==> src/rtl/aes_pkg.sv <==
// aes_pkg: shared AES constants and helpers for the round datapath.
//   AES_STATE_W / AES_BYTE_W : state and byte widths
//   GF_POLY                  : low byte of the GF(2^8) reduction polynomial 0x11B
//   xtime()                  : multiply a byte by x (i.e. by 2) in GF(2^8)
//   byte_lsb()               : (row,col) -> LSB bit offset of byte[r][c] in a 128-bit state
//                              (byte[r][c] lives at bits [127-8r-32c -: 8], column-major)
package aes_pkg;
  localparam int AES_STATE_W = 128;
  localparam int AES_BYTE_W  = 8;
  localparam logic [7:0] GF_POLY = 8'h1B;

  function automatic logic [7:0] xtime(input logic [7:0] b);
    return {b[6:0], 1'b0} ^ (b[7] ? GF_POLY : 8'h00);
  endfunction

  function automatic int byte_lsb(input int row, input int col);
    return AES_STATE_W - AES_BYTE_W - AES_BYTE_W * row - 4 * AES_BYTE_W * col;
  endfunction
endpackage

==> src/rtl/aes_mixcol_column.sv <==
// aes_mixcol_column: combinational MixColumns on one 32-bit state column.
//   col_in  : column bytes, row 0 in bits [31:24] .. row 3 in bits [7:0]
//   col_out : mixed column, same byte order
module aes_mixcol_column
  import aes_pkg::*;
(
  input  logic [31:0] col_in,
  output logic [31:0] col_out
);
  logic [7:0] b0, b1, b2, b3;

  assign b0 = col_in[31:24];
  assign b1 = col_in[23:16];
  assign b2 = col_in[15:8];
  assign b3 = col_in[7:0];

  // 3*b is written as xtime(b)^b
  assign col_out[31:24] = xtime(b0) ^ xtime(b1) ^ b1 ^ b2 ^ b3;
  assign col_out[23:16] = b0 ^ xtime(b1) ^ xtime(b2) ^ b2 ^ b3;
  assign col_out[15:8]  = b0 ^ b1 ^ xtime(b2) ^ xtime(b3) ^ b3;
  assign col_out[7:0]   = xtime(b0) ^ b0 ^ b1 ^ b2 ^ xtime(b3);
endmodule

==> src/rtl/aes_round_mix_stage.sv <==
// aes_round_mix_stage: ShiftRows -> MixColumns (bypassed when in_last) -> AddRoundKey,
// behind a valid/ready handshake with a 2-entry buffer (output reg + skid reg).
//   clk, reset          : clock, asynchronous active-high reset
//   in_valid/in_ready   : input handshake; in_ready is the registered "skid empty" flag
//   state_in, round_key : 128-bit state from SubBytes and round key
//   in_round, in_last   : round tag (passed through) and final-round flag
//   out_valid/out_ready : output handshake; state_out/out_round hold while stalled
//   err_round           : sticky, a tag above MAX_ROUND was accepted
//   blk_count           : count of output transfers, saturating at 16'hFFFF
// Build option MIXCOL_PIPE_EN: adds a register between MixColumns and AddRoundKey
// (round key captured alongside), giving 2-cycle latency; buffering is unchanged.
module aes_round_mix_stage
  import aes_pkg::*;
#(
  parameter int TAG_W     = 4,
  parameter int MAX_ROUND = 10
) (
  input  logic                   clk,
  input  logic                   reset,
  input  logic                   in_valid,
  output logic                   in_ready,
  input  logic [AES_STATE_W-1:0] state_in,
  input  logic [AES_STATE_W-1:0] round_key,
  input  logic [TAG_W-1:0]       in_round,
  input  logic                   in_last,
  output logic                   out_valid,
  input  logic                   out_ready,
  output logic [AES_STATE_W-1:0] state_out,
  output logic [TAG_W-1:0]       out_round,
  output logic                   err_round,
  output logic [15:0]            blk_count
);
  logic [AES_STATE_W-1:0] sr, mc, mix_sel, push_state;
  logic [TAG_W-1:0]       push_round;
  logic                   in_xfer, out_xfer, push;

  logic out_valid_q, out_valid_d, skid_valid_q, skid_valid_d, err_round_q, err_round_d;
  logic [AES_STATE_W-1:0] out_state_q, out_state_d, skid_state_q, skid_state_d;
  logic [TAG_W-1:0]       out_round_q, out_round_d, skid_round_q, skid_round_d;
  logic [15:0]            blk_count_q, blk_count_d;

  // ShiftRows: out byte[r][c] = in byte[r][(c+r) mod 4]
  for (genvar r = 0; r < 4; r++) begin : g_row
    for (genvar c = 0; c < 4; c++) begin : g_col
      localparam int DST = byte_lsb(r, c);
      localparam int SRC = byte_lsb(r, (c + r) % 4);
      assign sr[DST +: AES_BYTE_W] = state_in[SRC +: AES_BYTE_W];
    end
  end

  for (genvar c = 0; c < 4; c++) begin : g_mix
    aes_mixcol_column u_col (
      .col_in (sr[AES_STATE_W-1-32*c -: 32]),
      .col_out(mc[AES_STATE_W-1-32*c -: 32])
    );
  end

  assign mix_sel  = in_last ? sr : mc;
  assign in_ready = ~skid_valid_q;
  assign in_xfer  = in_valid & in_ready;
  assign out_xfer = out_valid_q & out_ready;

`ifdef MIXCOL_PIPE_EN
  logic                   pipe_valid_q, pipe_valid_d;
  logic [AES_STATE_W-1:0] pipe_state_q, pipe_state_d, pipe_key_q, pipe_key_d;
  logic [TAG_W-1:0]       pipe_round_q, pipe_round_d;
  assign push_state = pipe_state_q ^ pipe_key_q;
  assign push_round = pipe_round_q;
`else
  assign push_state = mix_sel ^ round_key;
  assign push_round = in_round;
`endif

  always_comb begin
    out_valid_d  = out_valid_q;
    out_state_d  = out_state_q;
    out_round_d  = out_round_q;
    skid_valid_d = skid_valid_q;
    skid_state_d = skid_state_q;
    skid_round_d = skid_round_q;
    err_round_d  = err_round_q | (in_xfer & (in_round > TAG_W'(MAX_ROUND)));
    blk_count_d  = (out_xfer && blk_count_q != 16'hFFFF) ? blk_count_q + 16'd1 : blk_count_q;

    // Drain first: the skid entry (younger) slides into the output reg.
    if (out_xfer) begin
      if (skid_valid_q) begin
        out_state_d  = skid_state_q;
        out_round_d  = skid_round_q;
        skid_valid_d = 1'b0;
      end else begin
        out_valid_d = 1'b0;
      end
    end

`ifdef MIXCOL_PIPE_EN
    pipe_valid_d = pipe_valid_q;
    pipe_state_d = pipe_state_q;
    pipe_key_d   = pipe_key_q;
    pipe_round_d = pipe_round_q;
    // The pipe reg advances whenever the buffer has a free slot; with the skid
    // empty (in_ready=1) that always holds, so an accepted input never collides.
    push = pipe_valid_q & (~out_valid_d | ~skid_valid_d);
    if (push) pipe_valid_d = 1'b0;
    if (in_xfer) begin
      pipe_valid_d = 1'b1;
      pipe_state_d = mix_sel;
      pipe_key_d   = round_key;
      pipe_round_d = in_round;
    end
`else
    push = in_xfer;
`endif

    // Fill the output reg when free, else the skid: keeps output older than skid.
    if (push) begin
      if (!out_valid_d) begin
        out_valid_d = 1'b1;
        out_state_d = push_state;
        out_round_d = push_round;
      end else begin
        skid_valid_d = 1'b1;
        skid_state_d = push_state;
        skid_round_d = push_round;
      end
    end
  end

  always_ff @(posedge clk or posedge reset) begin
    if (reset) begin
      out_valid_q  <= 1'b0;
      out_state_q  <= '0;
      out_round_q  <= '0;
      skid_valid_q <= 1'b0;
      skid_state_q <= '0;
      skid_round_q <= '0;
      err_round_q  <= 1'b0;
      blk_count_q  <= '0;
    end else begin
      out_valid_q  <= out_valid_d;
      out_state_q  <= out_state_d;
      out_round_q  <= out_round_d;
      skid_valid_q <= skid_valid_d;
      skid_state_q <= skid_state_d;
      skid_round_q <= skid_round_d;
      err_round_q  <= err_round_d;
      blk_count_q  <= blk_count_d;
    end
  end

`ifdef MIXCOL_PIPE_EN
  always_ff @(posedge clk or posedge reset) begin
    if (reset) begin
      pipe_valid_q <= 1'b0;
      pipe_state_q <= '0;
      pipe_key_q   <= '0;
      pipe_round_q <= '0;
    end else begin
      pipe_valid_q <= pipe_valid_d;
      pipe_state_q <= pipe_state_d;
      pipe_key_q   <= pipe_key_d;
      pipe_round_q <= pipe_round_d;
    end
  end
`endif

  assign out_valid = out_valid_q;
  assign state_out = out_state_q;
  assign out_round = out_round_q;
  assign err_round = err_round_q;
  assign blk_count = blk_count_q;
endmodule

==> config.mk <==
export PLATFORM = sky130hd
export DESIGN_NAME = aes_round_mix_stage
export DESIGN_NICKNAME = d
export VERILOG_FILES = /design/src/rtl/aes_pkg.sv /design/src/rtl/aes_mixcol_column.sv /design/src/rtl/aes_round_mix_stage.sv
export SDC_FILE = /design/constraint.sdc
export NUM_CORES = 1
export LEC_CHECK = 0
export ABC_CLOCK_PERIOD_IN_PS = 11800
export CAP_MARGIN = 20
export CORE_MARGIN = 1
export CORE_UTILIZATION = 52
export DETAILED_ROUTE_END_ITERATION = 16
export MAX_ROUTING_LAYER = met4
export PLACE_DENSITY = 0.81
export SYNTH_ARGS = -nofsm -noshare
export SYNTH_HDL_FRONTEND = slang
export SYNTH_SLANG_ARGS = --single-unit
==> constraint.sdc <==
create_clock -name clk -period 11.8 [get_ports clk]
set_input_delay 2.36 -clock clk [delete_from_list [all_inputs] [get_ports clk]]
set_output_delay 2.36 -clock clk [all_outputs]
set_load 0.005 [all_outputs]
==> impl_metrics.csv <==
group,metric,value,unit
timing,relSlewSlack,31.3,%
placement,pre_cts_slack,6.59,ns
cts,cts_tree,"done",
power,p_sw,1.60,mW
worst_setup_path,arrival,5.06,ns
routing,viasPerCell,5.52,
synthesis,async_reset_ff_share,100,%
cells_and_area,design_area,0.0248,mm^2
timing,max_freq,215,MHz
floorplanning,fp.dieW,195,um
synthesis,ys_seq_elements,283,
timing,finalClockSkew,0.00920,ns
cells_and_area,instances_no_fill,2604,
flow_run,drv_cap,0,
synthesis,avgSynthCellArea,10.9,um^2
synthesis,synth.most_common_cell,"dfrtp_1",
routing,wirelength,51800,um
placement,dpl_cell_area,0.0237,mm^2
routing,postRouteAntennaNets,0,
worst_setup_path,crit_type,"input port to flip-flop",
timing,worstMarginPinSlew,1.03,ns
cts,cts_made_buffers,31,
placement,numPortBuffers,415,
floorplanning,die-area,0.0380,mm^2
cells_and_area,regArea,0.00708,mm^2
power,p_sw_share,33.1,%
cts,clock_latency,0.56,ns
placement,dp_hpwl,36900,um
routing,vias,14400,
floorplanning,pin_count,416,
synthesis,syn-num-nets,2048,
timing,period_share,39.4,%
timing,post-route-min-period,4.65,ns
cells_and_area,multi_input_comb_area,0.0117,mm^2
floorplanning,initial_core_util,52.9,%
routing,wire_per_inst,19.9,um
cells_and_area,synthToLayoutAreaGrowth,28.0,%
cells_and_area,drive_above_1_share,10.2,%
worst_setup_path,r2r-start,"out_valid$_DFF_PP0_",
power,p_seq_share,34.7,%
synthesis,synth.top_cell.area_share,36.6,%
power,power,4.82,mW
synthesis,ys_seq_area_share,36.6,%
timing,setup_violations,0,
synthesis,synth_ff_type,"dfrtp_1",
global_route,grt_pass1_vias,14700,
routing,drc,0,
min_path,min_from,"skid_state_q[106]$_DFFE_PP0P_",
cts,path_clk_slew,0.06,ns
power,p_leak,11.5,nW
timing,slew_viol_final,0,
synthesis,synth.top_cells.by_count,"dfrtp_1, nand2_1, xnor2_1",
cts,cts_buffer_depth,3,
timing,whs,0.475,ns
synthesis,ys_warn_count,0,
cells_and_area,num-fill-cells,2690,
power,p_int,3.23,mW
timing,setup_ws,7.15,ns
floorplanning,num_rows,70,
cts,htree_levels,1,
placement,gp_congestion,0.895,
worst_setup_path,crit_chain,"clkdlybuf4s50_1 -> nand3_4 -> buf_16 -> buf_4 -> mux2_2 -> nor2_1 -> a21oi_1",
synthesis,yosys.area.top_type,"dfrtp_1",
routing,dr.pass1.iters,5,
power,power_density,195,mW/mm^2
timing,grt_setup_unrepaired,"false",
synthesis,synth_area_leaders,"dfrtp_1, xnor3_1, mux2_2, xnor2_1, xor2_1",
status,outcome,"complete, no violations",
power,power_frac_comb,45.0,%
cts,postCtsHoldBufs,0,
global_route,track_usage,28.0,%
synthesis,synth_edf_count,0,
timing,tns,0,ns
min_path,hp-class,"flip-flop to flip-flop",
power,ir_worst_vdd,0.000121,V
worst_setup_path,crit_path_end_kind,"flip-flop",
synthesis,synthCells,1782,
timing,hold_viol_final,0,
floorplanning,core,0.0366,mm^2
worst_setup_path,crit_required,12.21,ns
worst_setup_path,crit_fanout,65,
cts,clock-sinks,283,
synthesis,synth_area,0.0194,mm^2
placement,dp_cells,2542,
worst_setup_path,cpPeakStageDelay,0.77,ns
worst_setup_path,crit_start,"out_ready",
cts,post_cts_resized,0,
cells_and_area,nets,2375,
global_route,grt_max_degree,215,
cts,root_buffer,"clkbuf_16",
cts,post_cts_buffers,0,
routing,drt-initial-drc-count,776,
global_route,grt_pass1_wl,81400,um
global_route,antenna_found_initial,3,
synthesis,synth_cell_types,38,
worst_setup_path,cpMaxStageDelayCell,"buf_4",
worst_setup_path,crit_path_start_kind,"input port",
floorplanning,die_h,195,um
power,clock_power_share,20.3,%
global_route,gr-total-overflow,0,
cells_and_area,final_util,67.7,%
## power by group through the flow
stage | registers (mW) | logic [mW] | clock network, mW
CTS | 1.67 | 2.17 | 1.00
detailed placement | 1.68 | 2.15 | 0
global route | 1.73 | 2.37 | 1.04
floorplan | 1.64 | 1.26 | 0
finish | 1.67 | 2.17 | 0.980
global placement | 1.66 | 2.06 | 0
## layout make-up
cell class	instances	share of cell area [%]
Clock inverter	15	0.616
Tap cell	468	2.36
Clock buffer	42	3.54
Timing Repair Buffer	425	17.4
Sequential cell	283	28.6
Antenna cell	3	0.0303
Inverter	6	0.131
Multi-Input combinational cell	1362	47.3
## path summary, 6_finish.rpt
| check | to | slack (ns) | depth (start not counted) |
|---|---|---|---|
| setup / recovery | state_out[62]$_DFF_PP0_ | 7.15 | 7 |
| hold reg to reg | skid_state_q[106]$_DFFE_PP0P_ | 0.48 | 2 |
| hold / removal | skid_state_q[106]$_DFFE_PP0P_ | 0.48 | 2 |
| setup reg to reg | state_out[62]$_DFF_PP0_ | 9.04 | 6 |
| max in group asynchronous | state_out[46]$_DFF_PP0_ | 8.04 | 3 |
| min in group asynchronous | skid_state_q[121]$_DFFE_PP0P_ | 2.40 | 2 |
## state kept, by name, indices dropped and copies added, names as in the netlist
name,flops
skid_round_q,4
out_valid,1
state_out,128
skid_state_q,128
out_round,4
err_round,1
blk_count,16
skid_valid_q,1
## placed cells by master (no fill, tap or decap), types with 77 or more instances in the layout
cell type	instances
mux2i_1	82
o21ai_0	143
a21oi_1	77
o21ai_1	88
nand2_1	254
mux2_2	130
dfrtp_1	283
nor2_1	85
clkdlybuf4s50_1	414
xor2_1	122
xnor2_1	148
xnor3_1	123
## kinds of logic (layout without fill, tap and decap cells)
logic type / count (synthesis) / in the layout / share of synthesized area, %
compound gates: 320 / 320 / 8.45
mux: 212 / 212 / 11.8
buf+inv: 137 / 488 / 3.07
other cells: 0 / 3 / 0
xor+xnor: 442 / 442 / 32.0
flops: 283 / 283 / 36.6
simple gates: 387 / 387 / 7.99
fa+ha+maj: 1 / 1 / 0.0646
## routing by layer
| layer | wire length [um] | vias to the layer above | global-route usage, % |
|---|---|---|---|
| li1 | - | 6714 | - |
| met1 | 21500 | 7057 | 36.6 |
| met3 | 3430 | 101 | 4.79 |
| met5 | 0 | - | - |
| met4 | 1680 | 0 | 9.33 |
| met2 | 25200 | 509 | 44.5 |
## worst max-delay path, delay by kind of cell
| family | cells | cell delay, ns |
|---|---|---|
| and+or+nand+nor | 2 | 0.41 |
| muxes | 1 | 0.43 |
| AOI/OAI and AO/OA | 1 | 0.07 |
| buffers and inverters | 3 | 1.64 |
Note: power is estimated with default switching activity, not from simulation.
